--- src/rtl/z80_tube_bridge_p.sv ---
// Z80 IO-window bridge to a Tube ULA, with status/control and GPIO registers.
// Latency: Tube access holds host WAIT for 1+SETUP_CYC+PHI2_HI_CYC cycles; local registers need no wait.
// Backpressure: WAIT_REQ stretches the host cycle; the FSM re-arms only once IOREQ_B returns high.
module z80_tube_bridge_p #(
  parameter logic [11:0] PORT_TOP12  = 12'hFC1,
  parameter int          GPIO_W      = 8,
  parameter int          SETUP_CYC   = 1,
  parameter int          PHI2_HI_CYC = 2,
  parameter int          RST_CYC     = 16
) (
  input  logic              CLK,
  input  logic              RESET,
  input  logic [15:0]       ADR,
  input  logic              IOREQ_B,
  input  logic              RD_B,
  input  logic              WR_B,
  input  logic [7:0]        DATA_IN,
  output logic [7:0]        DATA_OUT,
  output logic              DATA_OE,
  output logic              WAIT_REQ,
  output logic              INT_B,
  output logic [2:0]        TUBE_ADR,
  output logic              TUBE_CS_B,
  output logic              TUBE_RNW_B,
  output logic              TUBE_PHI2,
  output logic              TUBE_RST_B,
  input  logic [7:0]        TUBE_DIN,
  output logic [7:0]        TUBE_DOUT,
  output logic              TUBE_DOE,
  input  logic              TUBE_INT_B,
  input  logic [GPIO_W-1:0] GPIO_IN,
  output logic [GPIO_W-1:0] GPIO_OUT,
  output logic [GPIO_W-1:0] GPIO_OE
);

  localparam int CMAX = (SETUP_CYC > PHI2_HI_CYC) ? SETUP_CYC : PHI2_HI_CYC;
  localparam int CW   = $clog2(CMAX + 1);
  localparam int RW   = $clog2(RST_CYC + 1);

  typedef enum logic [1:0] {IDLE, SETUP, PHI, DONE} state_t;

  state_t          state;
  logic [CW-1:0]   cnt;
  logic [7:0]      rd_latch;
  logic [7:0]      loc_rd;
  logic [RW-1:0]   rst_cnt;
  logic            wr_seen;
  logic            int_en;
  logic            pending;
  logic            int_s1, int_s2, int_s2_d;
  logic            sel, tube_sel, loc_wr, int_fall, pend_clr, rst_start;

  assign sel       = !IOREQ_B && (ADR[15:4] == PORT_TOP12) && (!RD_B || !WR_B);
  assign tube_sel  = sel && !ADR[3];
  // local writes fire once per IOREQ_B low period
  assign loc_wr    = sel && !WR_B && ADR[3] && !wr_seen;
  assign int_fall  = int_s2_d && !int_s2;
  assign pend_clr  = loc_wr && (ADR[3:0] == 4'h8) && DATA_IN[1];
  assign rst_start = loc_wr && (ADR[3:0] == 4'h9) && DATA_IN[1];

  // WAIT is raised combinationally on the first cycle so the host never misses it
  assign WAIT_REQ   = (state == IDLE && tube_sel) || state == SETUP || state == PHI;
  assign INT_B      = !(pending && int_en);
  assign TUBE_RST_B = (rst_cnt == '0);
  assign TUBE_DOUT  = DATA_IN;
  assign DATA_OE    = sel && !RD_B && (ADR[3] || state == DONE);

  // Tube access sequencer: SETUP with CS low, then PHI2 high, then hold read data until IOREQ_B rises
  always_ff @(posedge CLK) begin
    if (RESET) begin
      state      <= IDLE;
      cnt        <= '0;
      TUBE_ADR   <= '0;
      TUBE_CS_B  <= 1'b1;
      TUBE_RNW_B <= 1'b1;
      TUBE_PHI2  <= 1'b0;
      TUBE_DOE   <= 1'b0;
      rd_latch   <= '0;
    end else begin
      case (state)
        IDLE: if (tube_sel) begin
          state      <= SETUP;
          TUBE_ADR   <= ADR[2:0];
          TUBE_RNW_B <= WR_B;
          TUBE_CS_B  <= 1'b0;
          cnt        <= CW'(SETUP_CYC - 1);
        end
        SETUP: if (cnt == '0) begin
          state     <= PHI;
          TUBE_PHI2 <= 1'b1;
          TUBE_DOE  <= !TUBE_RNW_B;
          cnt       <= CW'(PHI2_HI_CYC - 1);
        end else begin
          cnt <= cnt - CW'(1);
        end
        PHI: if (cnt == '0) begin
          state      <= DONE;
          rd_latch   <= TUBE_DIN;
          TUBE_PHI2  <= 1'b0;
          TUBE_DOE   <= 1'b0;
          TUBE_CS_B  <= 1'b1;
          TUBE_RNW_B <= 1'b1;
        end else begin
          cnt <= cnt - CW'(1);
        end
        DONE: if (IOREQ_B) state <= IDLE;
        default: state <= IDLE;
      endcase
    end
  end

  // Remember that a local write already happened in this IO cycle
  always_ff @(posedge CLK) begin
    if (RESET) wr_seen <= 1'b0;
    else       wr_seen <= IOREQ_B ? 1'b0 : (wr_seen || loc_wr);
  end

  // Two-flop sync of the Tube interrupt; a new falling edge beats a same-cycle clear
  always_ff @(posedge CLK) begin
    if (RESET) begin
      int_s1   <= 1'b1;
      int_s2   <= 1'b1;
      int_s2_d <= 1'b1;
      pending  <= 1'b0;
    end else begin
      int_s1   <= TUBE_INT_B;
      int_s2   <= int_s1;
      int_s2_d <= int_s2;
      if (int_fall)      pending <= 1'b1;
      else if (pend_clr) pending <= 1'b0;
    end
  end

  // Tube reset pulse counter: loaded by RESET and by software, restarts on rewrite
  always_ff @(posedge CLK) begin
    if (RESET)               rst_cnt <= RW'(RST_CYC);
    else if (rst_start)      rst_cnt <= RW'(RST_CYC);
    else if (rst_cnt != '0)  rst_cnt <= rst_cnt - RW'(1);
  end

  // CTRL, DIR and DATA register writes
  always_ff @(posedge CLK) begin
    if (RESET) begin
      int_en   <= 1'b0;
      GPIO_OE  <= '0;
      GPIO_OUT <= '0;
    end else if (loc_wr) begin
      case (ADR[3:0])
        4'h9:    int_en   <= DATA_IN[0];
        4'hE:    GPIO_OE  <= DATA_IN[GPIO_W-1:0];
        4'hF:    GPIO_OUT <= DATA_IN[GPIO_W-1:0];
        default: ;
      endcase
    end
  end

  // Host read mux: local registers by address, otherwise the latched Tube data
  always_comb begin
    loc_rd = '0;
    case (ADR[3:0])
      4'h8: loc_rd = {5'b0, (state != IDLE), pending, !int_s2};
      4'h9: loc_rd = {6'b0, (rst_cnt != '0), int_en};
      4'hE: loc_rd[GPIO_W-1:0] = GPIO_OE;
      4'hF: loc_rd[GPIO_W-1:0] = GPIO_IN;
      default: loc_rd = '0;
    endcase
    DATA_OUT = ADR[3] ? loc_rd : rd_latch;
  end

endmodule

--- config.mk ---
export PLATFORM = sky130hd
export DESIGN_NAME = z80_tube_bridge_p
export DESIGN_NICKNAME = d
export VERILOG_FILES = /design/src/rtl/z80_tube_bridge_p.sv
export SDC_FILE = /design/constraint.sdc
export NUM_CORES = 1
export LEC_CHECK = 0
export BUFFER_PORTS_ARGS = -buffer_cell sky130_fd_sc_hd__buf_2
export CORE_MARGIN = 8
export CORE_UTILIZATION = 45
export CTS_CLUSTER_DIAMETER = 80
export DETAILED_ROUTE_END_ITERATION = 10
export HOLD_SLACK_MARGIN = 0.08
export PLACE_DENSITY = 0.78
export SLEW_MARGIN = 20
export SYNTH_ARGS = -nofsm -noshare
export SYNTH_HDL_FRONTEND = slang
export SYNTH_SLANG_ARGS = --single-unit
--- constraint.sdc ---
create_clock -name CLK -period 2 [get_ports CLK]
set_clock_uncertainty 0.1 [all_clocks]
set_input_delay 0.1 -clock CLK [delete_from_list [all_inputs] [get_ports CLK]]
set_output_delay 0.1 -clock CLK [all_outputs]
set_load 0.02 [all_outputs]
==> summary.md <==
| Metric | Value |
|---|---|
| Per-cell routed wire length | `14.4 µm` |
| Final nets | `419` |
| Die Ht | `87.7 µm` |
| Leakage | `1.54 nW` |
| Synth Warn # | `0` |
| Rows | `26` |
| Hpwl dp | `4.70 mm` |
| Vias per inst | `4.93` |
| Commonest non-fill, non-tap cell in the layout | `buf_2` |
| Cell taking the most area after synthesis | `dfxtp_1` |
| Flops & latches, synth | `46` |
| Register area | `921 µm²` |
| CTS tree | `done` |
| Startpoint types | `flop` |
| CP Data Required Time | `1800 ps` |
| Yosys top cell area share | `39.8%` |
| Non-filler cells, final | `436` |
| Worst r2r dst | `state[0]$_SDFFE_PP0P_` |
| Ys flop type | `dfxtp_1` |
| CTS Buffer Depth | `2` |
| Antenna cells | `0` |
| Multi-input combinational cell area | `1250 µm²` |
| Routed WL | `6.28 mm` |
| Pin count of the biggest net entering global routing | `44` |
| Number of synthesized flops with an enable pin | `0` |
| Global Route Usage Sum | `16.1%` |
| Hold depth | `4` |
| Netlist Area Pre-Place | `2310 µm²` |
| # setup viols final | `0` |
| First-pass GRT wire length | `9.76 mm` |
| Syn_area_per_cell | `8.82 µm²` |
| Hold EP | `wr_seen$_SDFF_PP0_` |
| Vias in the first global route | `2113` |
| Htree depth | `2` |
| Initial Utilization | `45.8%` |
| Clk_lat worst skew | `300 ps` |
| Drt first pass iters | `4` |
| P&R area growth vs syn | `34.2%` |
| Critical Path AT | `1750 ps` |
| RSZ-0062 raised after global routing | `no` |
| CP max FO | `5` |
| Initial antenna violation count | `0` |
| FF-to-FF path depth | `7` |
| PD cells | `705 nW/µm²` |
| Drt initial violations | `107` |
| FF-to-FF setup slack | `180 ps` |
| Min-delay src | `WR_B` |
| I/O pin cnt | `89` |
| Top cells by area, synth | `dfxtp_1, mux2i_1, nor2_1, nand2_1, a21oi_1` |
| CTS Root Cell | `clkbuf_8` |
| Sequential area share after synthesis | `39.8%` |
| Relative slew margins | `49.0%` |
| Final worst-path cycle share | `97.5%` |
| Setup bufs post-CTS | `0` |
| Setup TNS | `0 ps` |
| Post-Syn Nets | `316` |
| Commonest cells after routing, fill and taps aside | `buf_2, dfxtp_1, nor2_1` |
| HP Class | `in -> reg` |
| Max Freq | `0.513 GHz` |
| Die footprint | `7680 µm²` |
| GPL Wtd Cong | `0.884` |
| Layout cells sized above 1 | `33.3%` |
| Maximum VDD drop | `0.595 mV` |
| FF-to-FF Start | `state[0]$_SDFFE_PP0P_` |
| Post-DRT Antenna Nets | `0` |
| Async SR Flop Fraction | `0%` |
| Fin util | `61.5%` |
| Syn Inst Count | `262` |
| Vias | `2151` |
| # fillers | `449` |
| CP Capture Type | `primary output` |
| Worst-path clk slew | `100 ps` |
| Overflow after GRT | `0` |
| Least-Margin Pin Slew | `765 ps` |
| Final Hold Violating Endpoints | `0` |
| DRC violations left | `0` |
| Number of CTS-inserted buffers | `5` |
| Post-Place Cells | `407` |
| Max-Cap Viols | `0` |
| Clock sink total | `46` |
| PortBufs | `88` |
| Final min period | `1950 ps` |
| Core Area | `5040 µm²` |
| Slew Limit Fails | `0` |
| Netlist cell types | `47` |
| Setup CP Type | `reg -> out` |
| Status | `finished, final reports clean` |
| Die W | `87.7 µm` |
## registers in the layout (all words and copies together) (netlist names), 2 cells and up
register	count
state	2
TUBE_ADR	3
rst_cnt	5
GPIO_OUT	8
rd_latch	8
GPIO_OE	8
cnt	2
## per-layer routing
layer | global-route usage (%) | up-vias | wire [µm]
met4 | 7.81 | 0 | 156
met2 | 28.1 | 54 | 3220
met1 | 17.9 | 992 | 2600
li1 | - | 1095 | -
met3 | 4.03 | 10 | 304
met5 | 0 | - | 0
## through the flow
step / instance area (µm²) / hold WS (ps) / total power [W] / setup slack [ps]
5_1_grt: 3100 / 141 / 0.00232 / 3.90
4_1_cts: 3080 / 114 / 0.00220 / 10.9
2_1_floorplan: 2310 / 79.3 / 0.00145 / 262
6_report: 3100 / 126 / 0.00219 / 50.4
3_5_place_dp: 2770 / 186 / 0.00160 / 257
3_3_place_gp: 2770 / 183 / 0.00158 / 356
## final cells by class
class | count | share of cell area, %
multi-input combinational | 181 | 40.2
inverter | 17 | 2.06
clock buffer | 5 | 2.22
tap | 70 | 2.82
clock inverter | 3 | 0.686
sequential | 46 | 29.7
timing repair buffer | 114 | 22.3
## worst max path at each step
stage	from	endpoint	depth (start not counted)
after floorplan	state[0]$_SDFFE_PP0P_	cnt[0]$_SDFFE_PP0P_	8
after CTS	ADR[0]	DATA_OUT[4]	8
after detailed placement	state[1]$_SDFFE_PP0P_	state[0]$_SDFFE_PP0P_	7
after global routing	state[0]$_SDFFE_PP0P_	DATA_OUT[2]	6
after global placement	state[0]$_SDFFE_PP0P_	state[0]$_SDFFE_PP0P_	7
final	state[0]$_SDFFE_PP0P_	DATA_OUT[2]	6
## Yosys cell counts (4+ instances only)
cell and count:
nor2_1 33, o21ai_0 6, a22oi_1 8, nand2b_1 4
dfxtp_1 46, a21oi_1 20, buf_4 9, nor2b_1 5
inv_1 17, clkbuf_1 7, mux2i_1 21, ha_1 8
nor3_1 6, nand2_1 28
## critical path: stages, from the launching register on
cell and delay [ps]:
dfxtp_1 400, inv_1 100, ha_1 330, nor4_2 300
a21oi_1 70, nand2_1 80, buf_2 160
## kinds of logic after synthesis
kind of cell	count (synthesis)	synth area share, %
compound gates	49	14.7
mux	21	9.10
fa+ha+maj	8	4.33
flops	46	39.8
buf+inv	35	7.20
xor+xnor	2	0.758
simple gates	101	24.1
## where the power goes
part	leakage, nW	switching, W	internal [W]
Combinational	1.12	0.000336	0.000256
Clock	0.0441	0.000316	0.000246
Sequential	0.373	0.0000471	0.000985
## timing repair
action	CTS	global route
endpoints found under the hold margin	31	0
pin swaps	0	1
gates cloned	0	0
setup endpoints to repair	1	6
resized for setup	1	5
hold buffers	21	0
Power figures use the tool's default switching activity.
